## src/rtl/ex_mem_pkg.sv

```systemverilog
`default_nettype none
// ============================================================================
//  Module   : ex_mem_pkg
//  Purpose  : Shared types and constants for the EX->MEM pipeline register.
//             ctrl_t carries the MEM/WB control bits and flags_t the NZCV
//             condition flags.
//  Revision : 1.0  initial release
// ============================================================================
package ex_mem_pkg;

    // MEM/WB controls. reg_write is the MSB, so {1,0,0,0} is a plain ALU
    // writeback.
    typedef struct packed {
        logic reg_write;
        logic mem_write;
        logic mem_read;
        logic mem_to_reg;
    } ctrl_t;

    // Condition flags. n is the MSB, so Z|C reads as 4'b0110.
    typedef struct packed {
        logic n;
        logic z;
        logic c;
        logic v;
    } flags_t;

    // All-zero controls. A bubble carrying these can never write the
    // register file or memory.
    localparam ctrl_t  CTRL_NOP    = '0;
    localparam flags_t FLAGS_RESET = 4'b0000;

endpackage : ex_mem_pkg
`default_nettype wire

```

## src/rtl/en_dff_bus.sv

```systemverilog
`default_nettype none
// ============================================================================
//  Module   : en_dff_bus
//  Purpose  : A WIDTH-bit bus of D flip-flops with a load enable. Each bit has
//             an enable mux in front of it. The asynchronous active-low reset
//             clears every bit to zero.
//  Ports    : clk    in   rising-edge clock
//             rst_n  in   asynchronous reset, active-low
//             i_en   in   1 = capture i_d on the edge, 0 = hold
//             i_d    in   WIDTH-bit next value
//             o_q    out  WIDTH-bit registered value
//  Revision : 1.0  initial release
// ============================================================================
module en_dff_bus #(
    parameter int WIDTH = 1
) (
    input  logic             clk,
    input  logic             rst_n,
    input  logic             i_en,
    input  logic [WIDTH-1:0] i_d,
    output logic [WIDTH-1:0] o_q
);

    logic [WIDTH-1:0] r_q;
    logic [WIDTH-1:0] w_d;

    // Each bit has its own hold mux. This keeps the enable local to the bit.
    for (genvar i = 0; i < WIDTH; i++) begin : g_bit
        assign w_d[i] = i_en ? i_d[i] : r_q[i];
    end

    always_ff @(posedge clk or negedge rst_n) begin
        if (!rst_n) begin
            r_q <= '0;
        end else begin
            r_q <= w_d;
        end
    end

    assign o_q = r_q;

endmodule : en_dff_bus
`default_nettype wire

```

## src/rtl/ex_mem_reg.sv

```systemverilog
`default_nettype none
// ============================================================================
//  Module   : ex_mem_reg
//  Purpose  : EX->MEM pipeline register of the 5-stage LEGv8 pipeline.
//             It captures the ALU result, the store data, the destination
//             register and the MEM/WB controls. It also owns the
//             architectural NZCV register, and it provides a zero-cycle flag
//             bypass so that a B.cond in ID sees the flags of the ADDS/SUBS
//             that is currently in EX.
//  Ports    : clk, reset_n                  clock / async active-low reset
//             stall, flush                  hold all state / squash the entry
//             ex_valid, ex_alu_result,
//             ex_store_data, ex_rd, ex_ctrl,
//             ex_set_flags, ex_flags        EX-stage inputs
//             mem_valid, mem_alu_result,
//             mem_store_data, mem_rd,
//             mem_ctrl                      MEM-stage registered outputs
//             flags_q                       architectural NZCV
//             flags_fwd                     combinational NZCV bypass
//  Revision : 1.0  initial release
// ============================================================================
module ex_mem_reg
    import ex_mem_pkg::*;
#(
    parameter int DATA_SIZE = 64,
    parameter int REG_BITS  = 5
) (
    input  logic                 clk,
    input  logic                 reset_n,
    input  logic                 stall,
    input  logic                 flush,
    input  logic                 ex_valid,
    input  logic [DATA_SIZE-1:0] ex_alu_result,
    input  logic [DATA_SIZE-1:0] ex_store_data,
    input  logic [REG_BITS-1:0]  ex_rd,
    input  ctrl_t                ex_ctrl,
    input  logic                 ex_set_flags,
    input  flags_t               ex_flags,
    output logic                 mem_valid,
    output logic [DATA_SIZE-1:0] mem_alu_result,
    output logic [DATA_SIZE-1:0] mem_store_data,
    output logic [REG_BITS-1:0]  mem_rd,
    output ctrl_t                mem_ctrl,
    output flags_t               flags_q,
    output flags_t               flags_fwd
);

    logic   w_load;
    logic   w_valid_d;
    ctrl_t  w_ctrl_d;
    logic   w_flags_en;

    // Stall has priority over flush. A squash only takes effect on a cycle
    // where the stage advances. On a flush the data and rd fields still load:
    // their value is a don't-care once valid and ctrl are cleared.
    always_comb begin
        w_load     = !stall;
        w_valid_d  = ex_valid && !flush;
        w_ctrl_d   = w_valid_d ? ex_ctrl : CTRL_NOP;
        w_flags_en = ex_valid && ex_set_flags && !stall && !flush;
    end

    // The bypass uses the same condition that commits the flags. ID can
    // therefore never see flags that will not be committed.
    assign flags_fwd = w_flags_en ? ex_flags : flags_q;

    en_dff_bus #(.WIDTH(1)) u_valid (
        .clk   (clk),
        .rst_n (reset_n),
        .i_en  (w_load),
        .i_d   (w_valid_d),
        .o_q   (mem_valid)
    );

    en_dff_bus #(.WIDTH(DATA_SIZE)) u_result (
        .clk   (clk),
        .rst_n (reset_n),
        .i_en  (w_load),
        .i_d   (ex_alu_result),
        .o_q   (mem_alu_result)
    );

    en_dff_bus #(.WIDTH(DATA_SIZE)) u_store (
        .clk   (clk),
        .rst_n (reset_n),
        .i_en  (w_load),
        .i_d   (ex_store_data),
        .o_q   (mem_store_data)
    );

    en_dff_bus #(.WIDTH(REG_BITS)) u_rd (
        .clk   (clk),
        .rst_n (reset_n),
        .i_en  (w_load),
        .i_d   (ex_rd),
        .o_q   (mem_rd)
    );

    en_dff_bus #(.WIDTH($bits(ctrl_t))) u_ctrl (
        .clk   (clk),
        .rst_n (reset_n),
        .i_en  (w_load),
        .i_d   (w_ctrl_d),
        .o_q   (mem_ctrl)
    );

    en_dff_bus #(.WIDTH($bits(flags_t))) u_flags (
        .clk   (clk),
        .rst_n (reset_n),
        .i_en  (w_flags_en),
        .i_d   (ex_flags),
        .o_q   (flags_q)
    );

endmodule : ex_mem_reg
`default_nettype wire
```

## config.mk

```make
export PLATFORM = sky130hd
export DESIGN_NAME = ex_mem_reg
export DESIGN_NICKNAME = d
export VERILOG_FILES = /design/src/rtl/ex_mem_pkg.sv /design/src/rtl/en_dff_bus.sv /design/src/rtl/ex_mem_reg.sv
export SDC_FILE = /design/constraint.sdc
export NUM_CORES = 1
export LEC_CHECK = 0
export BUFFER_PORTS_ARGS = -buffer_cell sky130_fd_sc_hd__buf_4
export CAP_MARGIN = 40
export CORE_UTILIZATION = 42
export DETAILED_ROUTE_END_ITERATION = 6
export MAX_ROUTING_LAYER = met4
export PLACE_DENSITY = 0.87
export RECOVER_POWER = 100
export SYNTH_ARGS = -nofsm -noshare
export SYNTH_HDL_FRONTEND = slang
export SYNTH_SLANG_ARGS = --single-unit
```

## constraint.sdc

```tcl
create_clock -name clk -period 2.4 [get_ports clk]
set_clock_uncertainty 0.15 [all_clocks]
set_input_delay 0.48 -clock clk [delete_from_list [all_inputs] [get_ports clk]]
set_output_delay 0.48 -clock clk [all_outputs]
set_load 0.05 [all_outputs]
```

# Yosys cells after proc, flatten, opt, wreduce, memory -nomap -nowiden

Index checks and enable logic that the tools add are counted.
Widths: inputs -> output; s select.

Register bits: 142
Bits in latches: 0
Memory bits (writable): 0
ROM bits: 0
Output and inout bits: 146
Logic and storage cells: 14
Memories: 0

Add/subtract/negate cells: 0
Multiply operators: 0
Div/mod/pow operators: 0
Order comparisons: 0
Eq/ne operators: 0
Shifts and indexed selects: 0
Mux-type cells: 2
Bitwise gates (word level): 0
Reduce and logical (&&, ||, !) cells: 6

Operators by type and width:

| kind              | count |
|---|---|
| $mux 4            | 2 |
| $logic_and 1x1->1 | 4 |
| $logic_not 1->1   | 2 |

# Depth between registers and ports, before layout

Gate-level depths: netlist of the first run.

Word-level depth: 4
Mapped depth: 5
Depth with buffers taken out: 2

# Modules after synthesis

Synthesis of the first run repeated with hierarchy kept, for this count alone.

Cell total of the unflattened synthesis: 310
Area total of the unflattened synthesis: 5,984.5 um^2

Modules (own cells, without submodules):

| module                    | times used | cells an instance | area an instance (um^2) | seq. area each (um^2) |
|---|---|---|---|---|
| en_dff_bus (u_result ...) | 2          | 135               | 2,678.8                 | 1,601.5 |
| en_dff_bus (u_ctrl ...)   | 2          | 8                 | 145.1                   | 100.1 |
| en_dff_bus (u_rd)         | 1          | 10                | 181.4                   | 125.1 |
| ex_mem_reg                | 1          | 12                | 115.1                   | 0.0 |
| en_dff_bus (u_valid)      | 1          | 2                 | 40.0                    | 25.0 |

# Worst setup path after synthesis of the first run

No wires, ideal clock.

Kind: input to output
Start: in stall
End: out flags_fwd[0] (netlist name)
Data arrival time: 1,463 ps
Data required time: 1,770 ps
Path slack: 307 ps
Stages on the path: 4
Cells stage by stage: buf_6 > nor4bb_4 > buf_6 > mux2_2

RTL lines:

| element         | RTL line         | text |
|---|---|---|
| start, declared | ex_mem_reg.sv:30 | `input logic stall,` |
| end, declared   | ex_mem_reg.sv:45 | `output flags_t flags_fwd` |

==> flow_summary.ini, run 1 <==
[power]
vdd_drop_max_mv = 0.497
p_int_w = 0.00527
seq_power_share_pct = 36.4
p_sw_w = 0.00235
leakagePower_nw = 3.51
comb_power_share_pct = 23.1
clock_power_share_pct = 40.5
power.density_nw_per_um2 = 969
p_sw_share_pct = 30.8

[clock_tree]
tritoncts = yes
clock_sinks = 142
clk_pin_slew_worst_paths_ns = 0.06
root_buffer = clkbuf_16
ctsResizeCount = 0
holdBufCountCts = 1
cts_made_buffers = 17
htree_levels = 4
clk_path_buf_depth = 2
clk_latency_ns = 0.41
cts_setup_buffers = 0

[global_routing]
first_global_vias = 4109
grt-ovfl-total = 0
grt_max_degree = 144
grt_usage_pct = 21.3
antenna_found_initial = 0
grt_pass1_wl_mm = 20.3

[hold_path]
holdPathStages = 2
hold_path_class = in -> reg

[synth]
yosysTopAreaCell = dfrtp_1
avgSynthCellArea_sq_um = 17.0
syn-num-nets = 463
synth_top_area_share_pct = 66.3
seq_area_frac_synth_pct = 66.3
synth_cell_types = 10
yosys-top-cells-area = dfrtp_1 66%, mux2_2 28%, mux2_1 1.3%, buf_4 0.84%, buf_2 0.75%
synthCells = 316
synth_warnings = 0
ys_ff_latch = 142
synthesis.area_sq_um = 5360

[setup_path]
crit_type = in -> out
startpoint_type = input pin
end_kind = primary output
r2r_cells = 1
worstPathMaxFanout = 5
critPathArrivalTime_ns = 1.65
cp.required_ns = 1.77

[finish]
nets = 762
final_util_pct = 64.4
num_antenna_cells = 0
area_growth_pct = 46.7
fillers = 1028
fin_cells = 796
layout-drive-gt1-share_pct = 50.5

[die]
dieArea_sq_um = 13200
initial_core_util_pct = 43.9
die_y_microns = 115
pin_count = 293
die_x_microns = 115
coreArea_sq_um = 12200
rows = 40

[timing]
max_freq_mhz = 439
rsz0062_at_grt = false
fin_crit_sh_pct = 94.8
hold_viol = 0
slew-limit-headroom_pct = -13.6
timing.final.crit_period_ns = 2.28
drv_slew = 144
setup_viol = 0
tightest_slew_ns = 1.70
setup_slack_ns = 0.124
tns_ns = 0

[placed_design]
hpwlAfterDp_mm = 9.90
io_buffers = 292
place.gp.congestion = 0.739
detailedPlace.worstSlack_ns = 0.134
dp.cells = 763

[routing]
routed-via-count = 3775
ant_nets = 0
firstDrtPassIters = 4
wl_per_cell_microns = 17.0
vias_per_cell = 4.74
drt_iter0_drc = 174
drcViolationCount = 0
drt-total-wl_mm = 13.5

[job]
drv_cap = 1

[status]
outcome = complete, but fails checks
violations = capacitance limit, slew limit
[area by class of cell]
cell class	count	area [sq um]	area share, %
Clock buffer	22	474	6.03
Sequential cell	142	3550	45.2
Tap cell	168	210	2.67
Multi-Input combinational cell	157	1690	21.5
Timing Repair Buffer	297	1710	21.7
Clock inverter	10	231	2.94
[synth_stat cells (all sizes together)]
| cell type | instances |
|---|---|
| dfrtp | 142 |
| mux2 | 141 |
| buf | 17 |
| nand2 | 5 |
| nand2b | 5 |
| o21ai | 5 |
| nor4bb | 1 |
[through the flow]
step | power [W] | hold slack (ns) | area (sq um)
floorplan | 0.00404 | 0.0344 | 5360
global placement | 0.00476 | 0.323 | 7710
detailed placement | 0.00481 | 0.327 | 7710
CTS | 0.00792 | 0.118 | 8430
global route | 0.00788 | 0.116 | 7860
finish | 0.00762 | 0.136 | 7860
[registers in the layout (all words and copies together) (netlist names)]
signal,cells
u_valid.o_q,1
u_flags.o_q,4
u_rd.o_q,5
u_result.o_q,64
u_store.o_q,64
u_ctrl.o_q,4
[metal layers]
layer | track usage, % | routed length [microns] | vias to the layer above
met4 | 10.6 | 408 | 0
met3 | 6.48 | 1140 | 33
li1 | - | - | 1705
met2 | 38.5 | 7320 | 192
met5 | - | 0 | -
met1 | 20.5 | 4660 | 1845
[power by group through the flow]
stage | Clock (W) | Sequential (W) | Combinational, W
floorplan | 0 | 0.00367 | 0.000371
global placement | 0 | 0.00280 | 0.00196
detailed placement | 0 | 0.00282 | 0.00199
CTS | 0.00314 | 0.00278 | 0.00200
global route | 0.00325 | 0.00280 | 0.00183
finish | 0.00309 | 0.00277 | 0.00176
[critical path: stages]
cell and delay (ns):
clkbuf_1 0.11, nor4bb_4 0.46, mux2_2 0.38, clkbuf_4 0.21
[cell families after synthesis]
| family | count (synthesis) | share of synthesized area [%] |
|---|---|---|
| AO/OA/AOI/OAI | 5 | 0.467 |
| buffers and inverters | 17 | 2.22 |
| flip-flops | 142 | 66.3 |
| multiplexers | 141 | 29.6 |
| AND/OR/NAND/NOR | 11 | 1.40 |
[path summary, 6_finish.rpt]
path	slack, ns	from	to
hold / removal	0.14	ex_store_data[54]	u_store.o_q[54]
hold reg to reg	0.33	u_store.o_q[54]	u_store.o_q[54]
setup / recovery	0.12	flush	flags_fwd[0]
min in group asynchronous	0.79	reset_n	u_result.o_q[17]
max in group asynchronous	0.30	reset_n	u_store.o_q[31]
setup reg to reg	1.44	u_result.o_q[1]	u_result.o_q[1]
[layout by cell type, fill, tap and decap left out]
cell,count
buf_6,1
mux2_1,7
clkbuf_4,4
mux2_2,134
nand2_1,5
dfrtp_1,142
o21ai_0,5
clkinvlp_4,1
clkbuf_16,17
clkbuf_1,146
bufinv_16,7
clkinv_4,1
buf_4,145
dlygate4sd3_1,1
clkbuf_2,1
nand2b_1,5
clkinv_2,1
buf_12,1
clkbuf_8,3
nor4bb_4,1
No activity file was read; power rests on OpenSTA's default activity.
==> run 2, diff against run 1 <==
--- a/config.mk
+++ b/config.mk
@@ -5,12 +5,12 @@
 export SDC_FILE = /design/constraint.sdc
 export NUM_CORES = 1
 export LEC_CHECK = 0
-export BUFFER_PORTS_ARGS = -buffer_cell sky130_fd_sc_hd__buf_4
 export CAP_MARGIN = 40
 export CORE_UTILIZATION = 42
 export DETAILED_ROUTE_END_ITERATION = 6
+export DONT_BUFFER_PORTS = 1
 export MAX_ROUTING_LAYER = met4
-export PLACE_DENSITY = 0.87
+export PLACE_DENSITY = 0.6
 export RECOVER_POWER = 100
 export SYNTH_ARGS = -nofsm -noshare
 export SYNTH_HDL_FRONTEND = slang
==> run 2 against run 1 <==
The run ends with hold timing left. Setup slack better by 0.065 ns. Count of clock-buffer cells in the layout up 5. Critical path depth down 3. Largest cell class unchanged. Highest routed layer unchanged.
==> flow_summary.ini, run 2 (synthesis gave the netlist of run 1 again) <==
[status]
outcome = complete, but fails checks
violations = hold timing

[global_routing]
grt_max_degree = 145
first_global_vias = 2807
grt_usage_pct = 16.8
grt-ovfl-total = 0
antenna_found_initial = 0
grt_pass1_wl_mm = 15.5

[timing]
fin_crit_sh_pct = 92.1
drv_slew = 0
setup_viol = 0
tightest_slew_ns = 0.536
hold_viol = 142
slew-limit-headroom_pct = 64.2
tns_ns = 0
max_freq_mhz = 452
timing.final.crit_period_ns = 2.21
rsz0062_at_grt = false
fin_hold_ws_ns = -0.383

[setup_path]
r2r_slack_ns = 1.16
end_kind = primary output
crit_chain = mux2_1
r2r_cells = 1
worstPathMaxFanout = 3
critPathArrivalTime_ns = 1.58
reg2reg_to = u_result.o_q[41]
cp.buffers_inverters = 0
startpoint_type = flip-flop
path_delay_family = flip-flops
r2r_start = u_result.o_q[41]
crit_slowest_cell = dfrtp_1
worst_path_largest_cell_delay_ns = 0.65
crit_type = reg -> out
cp.required_ns = 1.77

[finish]
final_cell_mix = 142 x dfrtp_1, 130 x mux2_2, 17 x clkbuf_16
nets = 466
fin_cells = 500
area_growth_pct = 12.4
num_antenna_cells = 0
fillers = 1099
final_common_cell = dfrtp_1
layout-drive-gt1-share_pct = 47.9

[routing]
ant_nets = 0
routed-via-count = 2613
firstDrtPassIters = 4
drt_iter0_drc = 134
drcViolationCount = 0
vias_per_cell = 5.23
wl_per_cell_microns = 21.7
drt-total-wl_mm = 10.9

[power]
leakagePower_nw = 2.55
power.density_nw_per_um2 = 1080
vdd_drop_max_mv = 0.503

[clock_tree]
clk_pin_slew_worst_paths_ns = 0.06
clk_latency_ns = 0.40
root_buffer = clkbuf_16
clk_path_buf_depth = 2
tritoncts = yes
ctsResizeCount = 0
clock_sinks = 142
cts_made_buffers = 17
htree_levels = 4

[job]
drv_cap = 0

[die]
die_x_microns = 115
coreArea_sq_um = 12200
pin_count = 293
dieArea_sq_um = 13200
rows = 40
die_y_microns = 115
initial_core_util_pct = 43.9

[placed_design]
hpwlAfterDp_mm = 7.72
io_buffers = 0
place.gp.congestion = 0.725
dp.cells = 468

[hold_path]
hold_path_class = in -> async
[run 2: worst max-delay path by stage]
stage,from,end,slack (ns),cells after the start
after global routing,u_flags.o_q[0],flags_fwd[0],0.14,1
after detailed placement,flush,flags_fwd[2],0.34,3
final,u_flags.o_q[2],flags_fwd[2],0.19,1
after floorplan,stall,flags_fwd[0],0.31,4
after CTS,u_flags.o_q[2],flags_fwd[2],0.24,1
after global placement,flush,flags_fwd[2],0.34,3
[run 2: layer usage]
layer | vias to the layer above | share of wire, % | GRT usage [%]
li1 | 1112 | - | -
met2 | 180 | 52 | 28.4
met5 | - | 0 | -
met1 | 1313 | 35 | 16.6
met3 | 8 | 12 | 8.33
met4 | 0 | 1.0 | 5.97
[run 2: timing repair]
item                                    in CTS  in global routing
endpoints found under the hold margin      142                142
setup buffers                                0                  0
endpoints found under the setup margin       0                  0
[run 2: final cells by class]
| cell class | count | area, sq um | share of cell area [%] |
|---|---|---|---|
| multi-input combinational | 157 | 1690 | 28.0 |
| clock buffer | 27 | 513 | 8.51 |
| timing repair buffer | 1 | 7.51 | 0.125 |
| tap | 168 | 210 | 3.49 |
| clock inverter | 5 | 53.8 | 0.893 |
| sequential | 142 | 3550 | 59.0 |
[run 2: stage by stage]
stage | util [%] | hold slack (ns) | power (W) | cell area [sq um] | setup slack, ns
after floorplan | - | 0.0344 | 0.00404 | 5360 | 0.307
after global placement | 44.7 | 0.0367 | 0.00408 | 5460 | 0.343
after detailed placement | 44.7 | 0.0361 | 0.00410 | 5460 | 0.336
after CTS | 49.3 | -0.404 | 0.00659 | 6030 | 0.240
after global routing | 49.3 | -0.414 | 0.00675 | 6030 | 0.137
final | 49.3 | -0.383 | 0.00651 | 6030 | 0.189
[run 2: where the power goes]
group / internal [W] / switching, W / total [W]
clock: 0.00156 / 0.000902 / 0.00246
sequential: 0.00262 / 0.00108 / 0.00370
combinational: 0.000219 / 0.000124 / 0.000342
total: 0.00440 / 0.00210 / 0.00651
